File: src/rtl/mskaes_ctrl_pkg.sv
// Shared definitions for the masked AES round sequencers: state encoding and widths.
// No logic of its own; no latency or flow control.
package mskaes_ctrl_pkg;

    localparam int NROUNDS = 10;
    localparam int ROUND_W = 4;
    localparam int CNT_W   = 4;

    typedef enum logic [2:0] {
        ST_IDLE,
        ST_LOAD,
        ST_FEED,
        ST_WAIT,
        ST_COMMIT,
        ST_DONE
    } state_e;

endpackage

File: src/rtl/mskaes_ctrl_delay_cnt.sv
// Loadable down-counter with a terminal flag; load wins over decrement, saturates at 0.
// Flag is registered-state decoded (same cycle as the count); no flow control.
module mskaes_ctrl_delay_cnt #(
    parameter int CNT_W = 4
) (
    input  logic             clk,
    input  logic             rst_n,
    input  logic             load,
    input  logic [CNT_W-1:0] load_val,
    input  logic             dec,
    output logic [CNT_W-1:0] cnt,
    output logic             done
);

    logic [CNT_W-1:0] cnt_q;
    logic [CNT_W-1:0] cnt_d;

    always_comb begin
        cnt_d = cnt_q;
        if (load) begin
            cnt_d = load_val;
        end else if (dec && (cnt_q != '0)) begin
            cnt_d = cnt_q - CNT_W'(1);
        end
    end

    always_ff @(posedge clk) begin
        if (!rst_n) begin
            cnt_q <= '0;
        end else begin
            cnt_q <= cnt_d;
        end
    end

    // A count of 1 marks the last waiting cycle; 0 is treated the same so it cannot stick.
    assign done = (cnt_q <= CNT_W'(1));
    assign cnt  = cnt_q;

endmodule

File: src/rtl/mskaes_round_ctrl.sv
// Masked AES-128 round sequencer: LOAD, then 10 x (FEED, SBOX_LAT-1 x WAIT, COMMIT), then DONE.
// Result after 10*(SBOX_LAT+1)+2 cycles; one request in flight, DONE holds out_valid until out_ready.
module mskaes_round_ctrl
    import mskaes_ctrl_pkg::*;
#(
    parameter int d        = 2,
    parameter int SBOX_LAT = 4
) (
    input  logic               clk,
    input  logic               rst_n,
    input  logic               in_valid,
    output logic               in_ready,
    output logic               out_valid,
    input  logic               out_ready,
    output logic               busy,
    output logic               state_load,
    output logic               sbox_feed,
    output logic               state_commit,
    output logic               mc_bypass,
    output logic [ROUND_W-1:0] round,
    output logic               rcon_rst,
    output logic               rcon_update,
    output logic               rcon_mask
);

    if (d < 1 || SBOX_LAT < 1 || SBOX_LAT > 15) begin : g_param_check
        $error("mskaes_round_ctrl: d must be >= 1 and SBOX_LAT within 1..15");
    end

    state_e             state_q, state_d;
    logic [ROUND_W-1:0] round_q, round_d;
    logic               cnt_load, cnt_dec, cnt_done;
    logic [CNT_W-1:0]   cnt_val;
    logic               rcon_rst_st;

    mskaes_ctrl_delay_cnt #(.CNT_W(CNT_W)) u_delay_cnt (
        .clk      (clk),
        .rst_n    (rst_n),
        .load     (cnt_load),
        .load_val (CNT_W'(SBOX_LAT - 1)),
        .dec      (cnt_dec),
        .cnt      (cnt_val),
        .done     (cnt_done)
    );

    always_comb begin
        state_d      = state_q;
        round_d      = round_q;
        cnt_load     = 1'b0;
        cnt_dec      = 1'b0;
        in_ready     = 1'b0;
        out_valid    = 1'b0;
        busy         = 1'b0;
        state_load   = 1'b0;
        sbox_feed    = 1'b0;
        state_commit = 1'b0;
        mc_bypass    = 1'b0;
        rcon_rst_st  = 1'b0;
        rcon_update  = 1'b0;
        rcon_mask    = 1'b0;
        case (state_q)
            ST_IDLE: begin
                in_ready    = 1'b1;
                rcon_rst_st = 1'b1;
                if (in_valid) begin
                    state_d = ST_LOAD;
                end
            end
            ST_LOAD: begin
                busy        = 1'b1;
                state_load  = 1'b1;
                rcon_rst_st = 1'b1;
                round_d     = ROUND_W'(1);
                state_d     = ST_FEED;
            end
            ST_FEED: begin
                busy      = 1'b1;
                sbox_feed = 1'b1;
                cnt_load  = 1'b1;
                state_d   = (SBOX_LAT > 1) ? ST_WAIT : ST_COMMIT;
            end
            ST_WAIT: begin
                busy    = 1'b1;
                cnt_dec = 1'b1;
                if (cnt_done) begin
                    state_d = ST_COMMIT;
                end
            end
            ST_COMMIT: begin
                busy         = 1'b1;
                state_commit = 1'b1;
                rcon_update  = 1'b1;
                rcon_mask    = 1'b1;
                mc_bypass    = (round_q == ROUND_W'(NROUNDS));
                if (round_q == ROUND_W'(NROUNDS)) begin
                    state_d = ST_DONE;
                end else begin
                    round_d = round_q + ROUND_W'(1);
                    state_d = ST_FEED;
                end
            end
            ST_DONE: begin
                out_valid = 1'b1;
                if (out_ready) begin
                    round_d = '0;
                    state_d = ST_IDLE;
                end
            end
            default: begin
                round_d = '0;
                state_d = ST_IDLE;
            end
        endcase
    end

    always_ff @(posedge clk) begin
        if (!rst_n) begin
            state_q <= ST_IDLE;
            round_q <= '0;
        end else begin
            state_q <= state_d;
            round_q <= round_d;
        end
    end

    // The rcon generator must sit at 0x01 while this block is held in reset.
    assign rcon_rst = rcon_rst_st | ~rst_n;
    assign round    = round_q;

endmodule
File: config.mk
export PLATFORM = sky130hd
export DESIGN_NAME = mskaes_round_ctrl
export DESIGN_NICKNAME = d
export VERILOG_FILES = /design/src/rtl/mskaes_ctrl_pkg.sv /design/src/rtl/mskaes_ctrl_delay_cnt.sv /design/src/rtl/mskaes_round_ctrl.sv
export SDC_FILE = /design/constraint.sdc
export NUM_CORES = 1
export LEC_CHECK = 0
export CAP_MARGIN = 25
export CORE_UTILIZATION = 43
export CTS_CLUSTER_SIZE = 28
export DETAILED_ROUTE_END_ITERATION = 8
export PLACE_DENSITY = 0.69
export SLEW_MARGIN = 20
export SYNTH_ARGS = -nofsm -noshare
export SYNTH_HDL_FRONTEND = slang
export SYNTH_HIERARCHICAL = 1
export SYNTH_SLANG_ARGS = --single-unit
File: constraint.sdc
create_clock -name clk -period 2.2 [get_ports clk]
set_clock_uncertainty 0.1 [all_clocks]
set_input_delay 0.44 -clock clk [delete_from_list [all_inputs] [get_ports clk]]
set_output_delay 0.44 -clock clk [all_outputs]
set_load 0.01 [all_outputs]
==> flow_metrics.py <==
metrics = {
    "run_status": {
        "status": "complete, no violations",
    },
    "drt": {
        "wl_met3_um": 90,
        "wl_met1_um": 933,
        "num_vias": 828,
        "post_drt_wl_per_cell_um": 12.3,
        "antenna_left": 0,
        "drc": 0,
        "vias_per_cell": 5.38,
        "top_layer": "met4",
        "dr.pass1.iters": 4,
        "drtIter0Drc": 18,
        "drt-total-wl_um": 1890,
        "met2WireLength_um": 853,
    },
    "grt": {
        "antenna_found_initial": 0,
        "grt_max_degree": 18,
        "grt_usage_pct": 19.3,
        "grt_first_pass_wirelength_um": 3010,
        "grt.overflow.total": 0,
        "grt_pass1_vias": 737,
    },
    "setup_path": {
        "worst_ep_arrival_time_ns": 1.59,
        "path_delay_family": "buffers and inverters",
        "crit_path_start": "state_q[0]",
        "worstPathRequired_ns": 1.66,
        "critPathLaunchType": "register",
        "r2r_cells": 6,
        "crit_type": "register to output pin",
        "r2r-start": "state_q[0]",
        "r2r_end": "u_delay_cnt/cnt[3]",
        "slowest_stage": "clkdlybuf4s50_1",
        "reg2reg_slack_ns": 0.42,
        "cp.buffers_inverters": 2,
        "worstPathCellList": "buf_6, nor2b_2, and2_1, clkdlybuf4s50_1",
        "path_max_fanout": 11,
        "critPathMaxStageDelay_ns": 0.53,
        "endpoint_kind": "output pin",
    },
    "clocking": {
        "clockBufferDepth": 2,
        "hold_buffers": 0,
        "htreeDepth": 1,
        "cts_buffers": 3,
        "cts_root_buf": "clkbuf_4",
        "post_cts.repair.setup_buffers": 0,
        "clock_latency_ns": 0.26,
        "cts_tree": "done",
        "cts.sinks": 11,
        "post_cts_resized": 7,
        "clk_pin_slew_worst_paths_ns": 0.07,
    },
    "timing": {
        "report.final.slew_viol_count": 0,
        "setup-tns-final_ns": 0,
        "rsz0062_at_grt": "false",
        "setup_violations": 0,
        "fmax_ghz": 0.470,
        "min_period_ns": 2.13,
        "post-route-period-util_pct": 96.7,
        "hold_viol": 0,
    },
    "yosys": {
        "ys_seq_area_share_pct": 25.8,
        "synth_cells": 105,
        "synthTopCellsByArea": "dfxtp_1 26%, ha_1 7.3%, and2_1 3.7%",
        "syn_area_um2": 852,
        "ys_warn_count": 6,
        "synth_edf_count": 0,
        "syn_avg_cell_area_um2": 8.11,
        "synth_cell_type_count": 42,
        "synth.most_common_cell": "dfxtp_1",
        "synth_top_area_share_pct": 25.8,
        "ys_ff_latch": 11,
        "synth_area_leader_cell": "dfxtp_1",
        "yosys-top-cells-count": "11 x dfxtp_1, 7 x inv_1, 6 x nand3_1, 6 x nor2_1",
        "async_flop_share_pct": 0,
        "ys.flop_type": "dfxtp_1",
    },
    "min_path": {
        "worstHoldEndpoint": "round[3]",
        "whs_path_depth": 2,
        "min_from": "round[3]",
        "hold_path_class": "register to register",
    },
    "placement": {
        "post-dp-hpwl_um": 1380,
        "placed_area_mm2": 0.00108,
        "place.gp.congestion": 0.818,
        "port_buffers": 17,
    },
    "cells_and_area": {
        "fin_area_mm2": 0.00112,
        "final_nets": 139,
        "fillers": 166,
        "area_growth_pct": 31.7,
        "num_antenna_cells": 0,
        "layout-drive-gt1-share_pct": 17.8,
        "regArea_um2": 223,
        "multi_input_area_um2": 567,
    },
    "die": {
        "die_h_um": 46.5,
        "dieWidth_um": 46.5,
        "design.core.area_mm2": 0.00178,
        "io_pins": 18,
        "num_rows": 15,
        "initial_core_util_pct": 47.8,
        "dieArea_mm2": 0.00216,
    },
    "power": {
        "p_per_area_mw_per_mm2": 1030,
        "power.leakage_nw": 0.495,
        "ir_worst_vdd_uv": 837,
    },
    "job": {
        "maxCapViolCount": 0,
    },
}
==> area by class of cell <==
cell class	count	area share [%]
clock buffers	4	2.34
inverters	9	3.01
multi-input cells	79	50.5
flip-flops and latches	11	19.8
well taps	25	2.79
repair buffers	26	21.5
==> layer usage <==
| layer | track usage (%) | vias to the layer above |
|---|---|---|
| met1 | 26.1 | 388 |
| met3 | 5.88 | 2 |
| li1 | - | 419 |
| met4 | 6.47 | 0 |
| met2 | 28.6 | 19 |
| met5 | 0 | - |
==> per-stage QoR <==
stage / worst slack, ns / utilization [%] / std cells / hold WS, ns / power (mW)
after detailed placement: 0.134 / 60.6 / 150 / 0.477 / 1.01
after CTS: 0.00336 / 62.1 / 154 / 0.495 / 1.15
after global placement: 0.134 / 60.6 / 150 / 0.470 / 1.00
after global routing: 0.00976 / 62.9 / 154 / 0.526 / 1.25
after floorplan: 0.522 / - / 107 / 0.426 / 0.770
final: 0.0716 / 62.9 / 154 / 0.493 / 1.16
==> power breakdown <==
group | leakage, nW | internal (mW) | switching (mW)
Combinational | 0.390 | 0.361 | 0.355
Sequential | 0.0903 | 0.252 | 0.0502
Clock | 0.0150 | 0.0701 | 0.0703
==> registers in the layout, summed over array words and instances (netlist names) <==
register,count
round,4
u_delay_cnt/cnt,4
state_q,3
==> tightest hold or removal path: stages, from the launching register on <==
cell and delay [ns]:
dfxtp_1 0.34, inv_1 0.07, o311a_1 0.16
==> logic make-up after synthesis <==
logic type | after synthesis | synth area share, %
muxes | 3 | 3.52
adders and majority gates | 5 | 7.34
DFF | 11 | 25.8
other | 2 | 0.881
buffers and inverters | 17 | 9.69
and+or+nand+nor | 44 | 31.7
AOI/OAI and AO/OA | 22 | 20.0
xor gates and xnor gates | 1 | 1.03
==> worst max path at each step <==
stage                     cells past startpoint            endpoint
after floorplan                               6  u_delay_cnt/cnt[3]
after global placement                        3            rcon_rst
after detailed placement                      3            rcon_rst
after CTS                                     4          state_load
after global routing                          4           out_valid
final                                         4           out_valid
==> cell usage in the layout, fill, tap and decap left out, drive strengths merged, types with 3 or more instances in the layout <==
master         count
clkdlybuf4s50     11
dfxtp             11
buf                9
inv                9
nor2               6
nand3              6
and2               5
o21ai              5
ha                 5
nand3b             4
nand2              4
a21oi              4
dlygate4sd2        4
conb               4
clkbuf             4
mux2i              3
nor3               3
No activity file was read; power rests on OpenSTA's default activity.
